===== src/rtl/ahb_wb_pkg.sv =====
// Shared AHB / Wishbone bridge definitions: HTRANS/HRESP encodings, HSIZE codes,
// bridge FSM states and the transfer-legality helper used by both bridge directions.
package ahb_wb_pkg;

  localparam logic [1:0] HTRANS_IDLE   = 2'b00;
  localparam logic [1:0] HTRANS_BUSY   = 2'b01;
  localparam logic [1:0] HTRANS_NONSEQ = 2'b10;
  localparam logic [1:0] HTRANS_SEQ    = 2'b11;

  localparam logic [1:0] HRESP_OKAY  = 2'b00;
  localparam logic [1:0] HRESP_ERROR = 2'b01;
  localparam logic [1:0] HRESP_RETRY = 2'b10;
  localparam logic [1:0] HRESP_SPLIT = 2'b11;

  localparam logic [2:0] HSIZE_BYTE = 3'b000;
  localparam logic [2:0] HSIZE_HALF = 3'b001;
  localparam logic [2:0] HSIZE_WORD = 3'b010;

  typedef enum logic [1:0] {
    ST_IDLE    = 2'd0,
    ST_WB_WAIT = 2'd1,
    ST_ERR1    = 2'd2,
    ST_ERR2    = 2'd3
  } bridge_state_e;

  // Sizes above a word, or addresses not aligned to the size, cannot map to one WB cycle.
  function automatic logic size_legal(input logic [2:0] hsize, input logic [1:0] addr);
    case (hsize)
      HSIZE_BYTE: size_legal = 1'b1;
      HSIZE_HALF: size_legal = ~addr[0];
      HSIZE_WORD: size_legal = (addr == 2'b00);
      default:    size_legal = 1'b0;
    endcase
  endfunction

endpackage


===== src/rtl/ahb_wb_sel_dec.sv =====
// Little-endian byte-lane decode from AHB transfer size and low address bits.
module ahb_wb_sel_dec
  import ahb_wb_pkg::*;
(
  input  logic [2:0] hsize_i,
  input  logic [1:0] addr_i,
  output logic [3:0] sel_o
);

  always_comb begin
    sel_o = 4'b1111;
    case (hsize_i)
      HSIZE_BYTE: sel_o = 4'b0001 << addr_i;
      HSIZE_HALF: sel_o = addr_i[1] ? 4'b1100 : 4'b0011;
      default:    sel_o = 4'b1111;
    endcase
  end

endmodule


===== src/rtl/ahbslv_wbmas_bridge.sv =====
// AHB-Lite slave to Wishbone classic master bridge: one WB cycle per AHB beat.
// Optional WB wait-cycle timeout abort: define AHBSLV_WBMAS_TIMEOUT_EN.
module ahbslv_wbmas_bridge
  import ahb_wb_pkg::*;
#(
  parameter int AWIDTH  = 32,
  parameter int DWIDTH  = 32,
  parameter int TIMEOUT = 255
) (
  input  logic              hclk,
  input  logic              hresetn,
  input  logic              hsel,
  input  logic              hwrite,
  input  logic              hreadyin,
  input  logic [AWIDTH-1:0] haddr,
  input  logic [1:0]        htrans,
  input  logic [2:0]        hsize,
  input  logic [2:0]        hburst,
  input  logic [DWIDTH-1:0] hwdata,
  output logic              hreadyout,
  output logic [1:0]        hresp,
  output logic [DWIDTH-1:0] hrdata,
  output logic [AWIDTH-1:0] adr_o,
  output logic [DWIDTH-1:0] dat_o,
  output logic [3:0]        sel_o,
  output logic              we_o,
  output logic              cyc_o,
  output logic              stb_o,
  input  logic [DWIDTH-1:0] dat_i,
  input  logic              ack_i,
  input  logic              err_i,
  output logic [1:0]        dbg_state_o
);

  bridge_state_e     state_q;
  logic              hreadyout_q;
  logic [1:0]        hresp_q;
  logic [DWIDTH-1:0] hrdata_q;
  logic [AWIDTH-1:0] adr_q;
  logic [3:0]        sel_q;
  logic              we_q;
  logic              cyc_q;
  logic              accept;
  logic              legal;
  logic [3:0]        sel_d;
  logic              unused_inputs;

  // Bursts are split into independent beats, so only the NONSEQ/SEQ distinction matters.
  assign unused_inputs = ^{htrans[0], hburst};

  assign accept = hsel && hreadyin && htrans[1] &&
                  ((state_q == ST_IDLE) || (state_q == ST_ERR2));
  assign legal  = size_legal(hsize, haddr[1:0]);

  ahb_wb_sel_dec u_sel_dec (
    .hsize_i (hsize),
    .addr_i  (haddr[1:0]),
    .sel_o   (sel_d)
  );

`ifdef AHBSLV_WBMAS_TIMEOUT_EN
  localparam int TW = (TIMEOUT < 2) ? 1 : $clog2(TIMEOUT + 1);
  logic [TW-1:0] tmo_q;
`else
  localparam int unused_timeout = TIMEOUT;
`endif

  always_ff @(posedge hclk or negedge hresetn) begin
    if (!hresetn) begin
      state_q     <= ST_IDLE;
      hreadyout_q <= 1'b1;
      hresp_q     <= HRESP_OKAY;
      hrdata_q    <= '0;
      adr_q       <= '0;
      sel_q       <= '0;
      we_q        <= 1'b0;
      cyc_q       <= 1'b0;
`ifdef AHBSLV_WBMAS_TIMEOUT_EN
      tmo_q       <= '0;
`endif
    end else begin
      case (state_q)
        // ERR2 and the OKAY cycle both complete a beat, so the next beat may start there.
        ST_IDLE, ST_ERR2: begin
          if (accept && legal) begin
            state_q     <= ST_WB_WAIT;
            adr_q       <= haddr;
            sel_q       <= sel_d;
            we_q        <= hwrite;
            cyc_q       <= 1'b1;
            hreadyout_q <= 1'b0;
            hresp_q     <= HRESP_OKAY;
`ifdef AHBSLV_WBMAS_TIMEOUT_EN
            tmo_q       <= TW'(TIMEOUT);
`endif
          end else if (accept) begin
            state_q     <= ST_ERR1;
            hreadyout_q <= 1'b0;
            hresp_q     <= HRESP_ERROR;
          end else begin
            state_q     <= ST_IDLE;
            hreadyout_q <= 1'b1;
            hresp_q     <= HRESP_OKAY;
          end
        end
        ST_WB_WAIT: begin
          if (err_i) begin
            state_q <= ST_ERR1;
            cyc_q   <= 1'b0;
            we_q    <= 1'b0;
            hresp_q <= HRESP_ERROR;
          end else if (ack_i) begin
            state_q     <= ST_IDLE;
            cyc_q       <= 1'b0;
            we_q        <= 1'b0;
            hreadyout_q <= 1'b1;
            hresp_q     <= HRESP_OKAY;
            if (!we_q) hrdata_q <= dat_i;
          end
`ifdef AHBSLV_WBMAS_TIMEOUT_EN
          else if ((tmo_q == '0) || (tmo_q == TW'(1))) begin
            state_q <= ST_ERR1;
            cyc_q   <= 1'b0;
            we_q    <= 1'b0;
            hresp_q <= HRESP_ERROR;
          end else begin
            tmo_q <= tmo_q - TW'(1);
          end
`endif
        end
        ST_ERR1: begin
          state_q     <= ST_ERR2;
          hreadyout_q <= 1'b1;
          hresp_q     <= HRESP_ERROR;
        end
        default: begin
          state_q     <= ST_IDLE;
          hreadyout_q <= 1'b1;
          hresp_q     <= HRESP_OKAY;
        end
      endcase
    end
  end

  assign hreadyout   = hreadyout_q;
  assign hresp       = hresp_q;
  assign hrdata      = hrdata_q;
  assign adr_o       = adr_q;
  assign sel_o       = sel_q;
  assign we_o        = we_q;
  assign cyc_o       = cyc_q;
  assign stb_o       = cyc_q;
  // The AHB master holds hwdata stable for the whole data phase.
  assign dat_o       = hwdata;
  assign dbg_state_o = state_q;

endmodule


===== config.mk =====
export PLATFORM = sky130hd
export DESIGN_NAME = ahbslv_wbmas_bridge
export DESIGN_NICKNAME = d
export VERILOG_FILES = /design/src/rtl/ahb_wb_pkg.sv /design/src/rtl/ahb_wb_sel_dec.sv /design/src/rtl/ahbslv_wbmas_bridge.sv
export SDC_FILE = /design/constraint.sdc
export NUM_CORES = 1
export LEC_CHECK = 0
export BUFFER_PORTS_ARGS = -buffer_cell sky130_fd_sc_hd__buf_2
export CAP_MARGIN = 20
export CORE_ASPECT_RATIO = 0.75
export CORE_MARGIN = 5
export CORE_UTILIZATION = 25
export DETAILED_ROUTE_END_ITERATION = 7
export GPL_ROUTABILITY_DRIVEN = 0
export PLACE_DENSITY = 0.58
export SYNTH_ARGS = -nofsm -noshare
export SYNTH_HDL_FRONTEND = slang
export SYNTH_SLANG_ARGS = --single-unit

===== constraint.sdc =====
create_clock -name hclk -period 2.1 [get_ports hclk]
set_input_delay 0.21 -clock hclk [delete_from_list [all_inputs] [get_ports hclk]]
set_output_delay 0.21 -clock hclk [all_outputs]
set_load 0.01 [all_outputs]

==> results.cfg <==
[finish]
antenna_cells = 0
finalInstanceArea_mm2 = 0.00425
synthToLayoutAreaGrowth_pct = 35.2
nFillCells = 1255
fin_nets = 463
drive_above_1_share_pct = 68.4
stdcell_count = 520

[power]
pwr-share-seq_pct = 42.6
p_comb_share_pct = 18.0
p_sw_share_pct = 24.4
powerDensity_mw_per_mm2 = 962
peakVddDrop_uv = 440
p_sw_uw = 999
clkPwrFrac_pct = 39.4
p_int_uw = 3090
p_leak_uw = 0.00222

[global_routing]
grt_pass1_vias = 2135
grt_overflow_total = 0
grt_pass1_wl_um = 10600
grt_max_degree = 43
antenna_found_initial = 0
grt_usage_pct = 8.97

[route]
drt_iter0_drc = 33
drt-total-wl_um = 7180
ant_nets = 0
vias = 2113
route.met3.wl_um = 890
avgRoutedWirePerCell_um = 13.8
dr_wl_met2_um = 3300
top_layer_used = met4
post_drt_via_cell_ratio = 4.06
firstDrtPassIters = 3
drt-met1-wl_um = 2870
post-route-drc-count = 0

[floorplanning]
die_h_um = 107
start_util_pct = 25.6
core_mm2 = 0.0123
fp.dieArea_mm2 = 0.0149
io_pins = 219
die_x_um = 140
num_rows = 35

[synthesis]
synth_most_common_cell = dfrtp_1
synth_area_leaders = dfrtp_1 (57%), mux2_2 (23%), buf_4 (8.8%), dfstp_2 (0.84%), a31oi_1 (0.80%)
synth-seq-cells = 73
syn_inst = 222
synth_fp_nets = 335
syn_area_per_cell_um2 = 14.2
synth_cell_types = 28
async_flop_share_pct = 100
yosys_warnings = 0
syn_area_mm2 = 0.00315
ys_seq_area_share_pct = 58.1
synth_largest_area_cell = dfrtp_1
synth-edff-count = 0
synth_top_area_share_pct = 57.3
synth.top_cells.by_count = dfrtp_1 (72), mux2_2 (65), buf_4 (37)
synthFlopType = dfrtp_1

[sta]
layout_setup_ws_ns = 0.163
final-setup-viol-count = 0
period_needed_ns = 1.94
clock_skew_ns = 0.00416
drv_slew = 0
clock.fmax_ghz = 0.516
fin_tns_setup_ns = 0
post-route-period-util_pct = 92.2
rsz0062_at_grt = no
final-hold-violation-count = 0

[place]
pre_cts_ws_ns = 0.0807
port_buffers = 149
hpwl_um = 5300
dp_cells = 501
dpl_cell_area_mm2 = 0.00388

[worst_setup_path]
cp.arrival_ns = 2.15
cp-end-kind = flip-flop
cp_slowest_stage_delay_ns = 0.36
reg2reg_from = dbg_state_o[0]
crit_type = flip-flop to flip-flop
r2r_cells = 7
r2r-end = adr_o[6]
cp_slowest_cell = dfrtp_1
cp-start-kind = flip-flop
path_buf_inv = 3
crit_chain = inv_1, ha_1, nand4_1, a211oi_4, buf_4, buf_12, mux2_2
critPathMaxFanout = 20
r2r_slack_ns = 0.16
crit_family = buffers and inverters
required_ns = 2.31

[clocking]
cts_buffers = 9
cts.path.max_buffers = 2
cts_htree_levels = 3
insertion_delay_ns = 0.33
root_buffer = clkbuf_16
path_clk_slew_ns = 0.05
clkSinkCount = 73
cts_tree = yes

[min_path]
min_path_cells = 2
hold_start = haddr[23]
min_to = adr_o[23]
hold_path_class = input port to flip-flop

[run]
max_cap_viol_count = 0

[run_status]
outcome = finished clean
## how the worst max path moves through the flow
stage / startpoint / to / slack, ns / cells past startpoint
3_5_place_dp: dbg_state_o[0] / adr_o[30] / 0.08 / 6
6_report: dbg_state_o[0] / adr_o[6] / 0.16 / 7
4_1_cts: dbg_state_o[0] / adr_o[21] / 0.08 / 6
2_1_floorplan: dbg_state_o[0] / adr_o[20] / 0.14 / 6
3_3_place_gp: dbg_state_o[0] / adr_o[5] / 0.13 / 6
5_1_grt: dbg_state_o[0] / adr_o[7] / 0.05 / 7
## final cells by class
class | instances | area (um^2) | area share [%]
inverter | 5 | 18.8 | 0.441
tap | 166 | 208 | 4.88
multi-input combinational | 102 | 998 | 23.5
timing repair buffer | 159 | 881 | 20.7
clock inverter | 5 | 80.1 | 1.88
clock buffer | 10 | 239 | 5.62
sequential | 73 | 1830 | 43.0
## timing repair
item | in CTS | in global routing
endpoints found under the hold margin | 31 | 0
endpoints found under the setup margin | 0 | 28
setup buffers | 0 | 2
resized for setup | 0 | 0
hold buffers | 1 | 0
## logic make-up after synthesis
kind of cell | synth area share (%)
AOI/OAI and AO/OA | 3.74
DFF | 58.1
buffers and inverters | 10.4
and+or+nand+nor | 2.86
muxes | 23.9
other | 0.119
adders and majority gates | 0.795
## layout by cell type (no fill, tap or decap), types with 2 or more instances in the layout
cell,synthesis,final
buf_12,0,3
mux2_2,65,65
dfrtp_1,72,72
nand2b_1,2,2
buf_4,37,6
nor2_1,6,6
inv_1,5,5
buf_2,4,148
clkinvlp_4,0,2
ha_1,2,2
a31oi_1,4,4
o22ai_1,3,3
a21oi_1,4,4
bufinv_16,0,2
clkbuf_16,0,10
o21ai_0,2,2
## power groups by stage
stage               registers [uW]  logic, uW  clock network [uW]
floorplan                     1890        300                   0
global placement              1760        737                   0
detailed placement            1770        750                   0
CTS                           1750        751                1690
global route                  1780        809                1740
finish                        1740        736                1610
## routing by layer
| layer | track usage [%] | vias up |
|---|---|---|
| met5 | 0 | - |
| met4 | 3.84 | 0 |
| met3 | 5.75 | 22 |
| met2 | 13.9 | 99 |
| met1 | 9.74 | 1002 |
| li1 | - | 990 |
## metrics by stage
stage / util (%) / power (uW) / hold WS [ns]
after floorplan: - / 2190 / -0.0856
after global placement: 31.6 / 2500 / 0.179
after detailed placement: 31.6 / 2520 / 0.179
after CTS: 34.2 / 4190 / 0.0865
after global routing: 34.6 / 4320 / 0.0913
final: 34.6 / 4090 / 0.108
## sequential cells by signal (all words and copies together), names as in the netlist
register     count
cyc_o            1
hrdata          32
dbg_state_o      1
adr_o           32
hresp            1
we_o             1
sel_o            4
hreadyout        1
(Power assumes the default switching activity.)
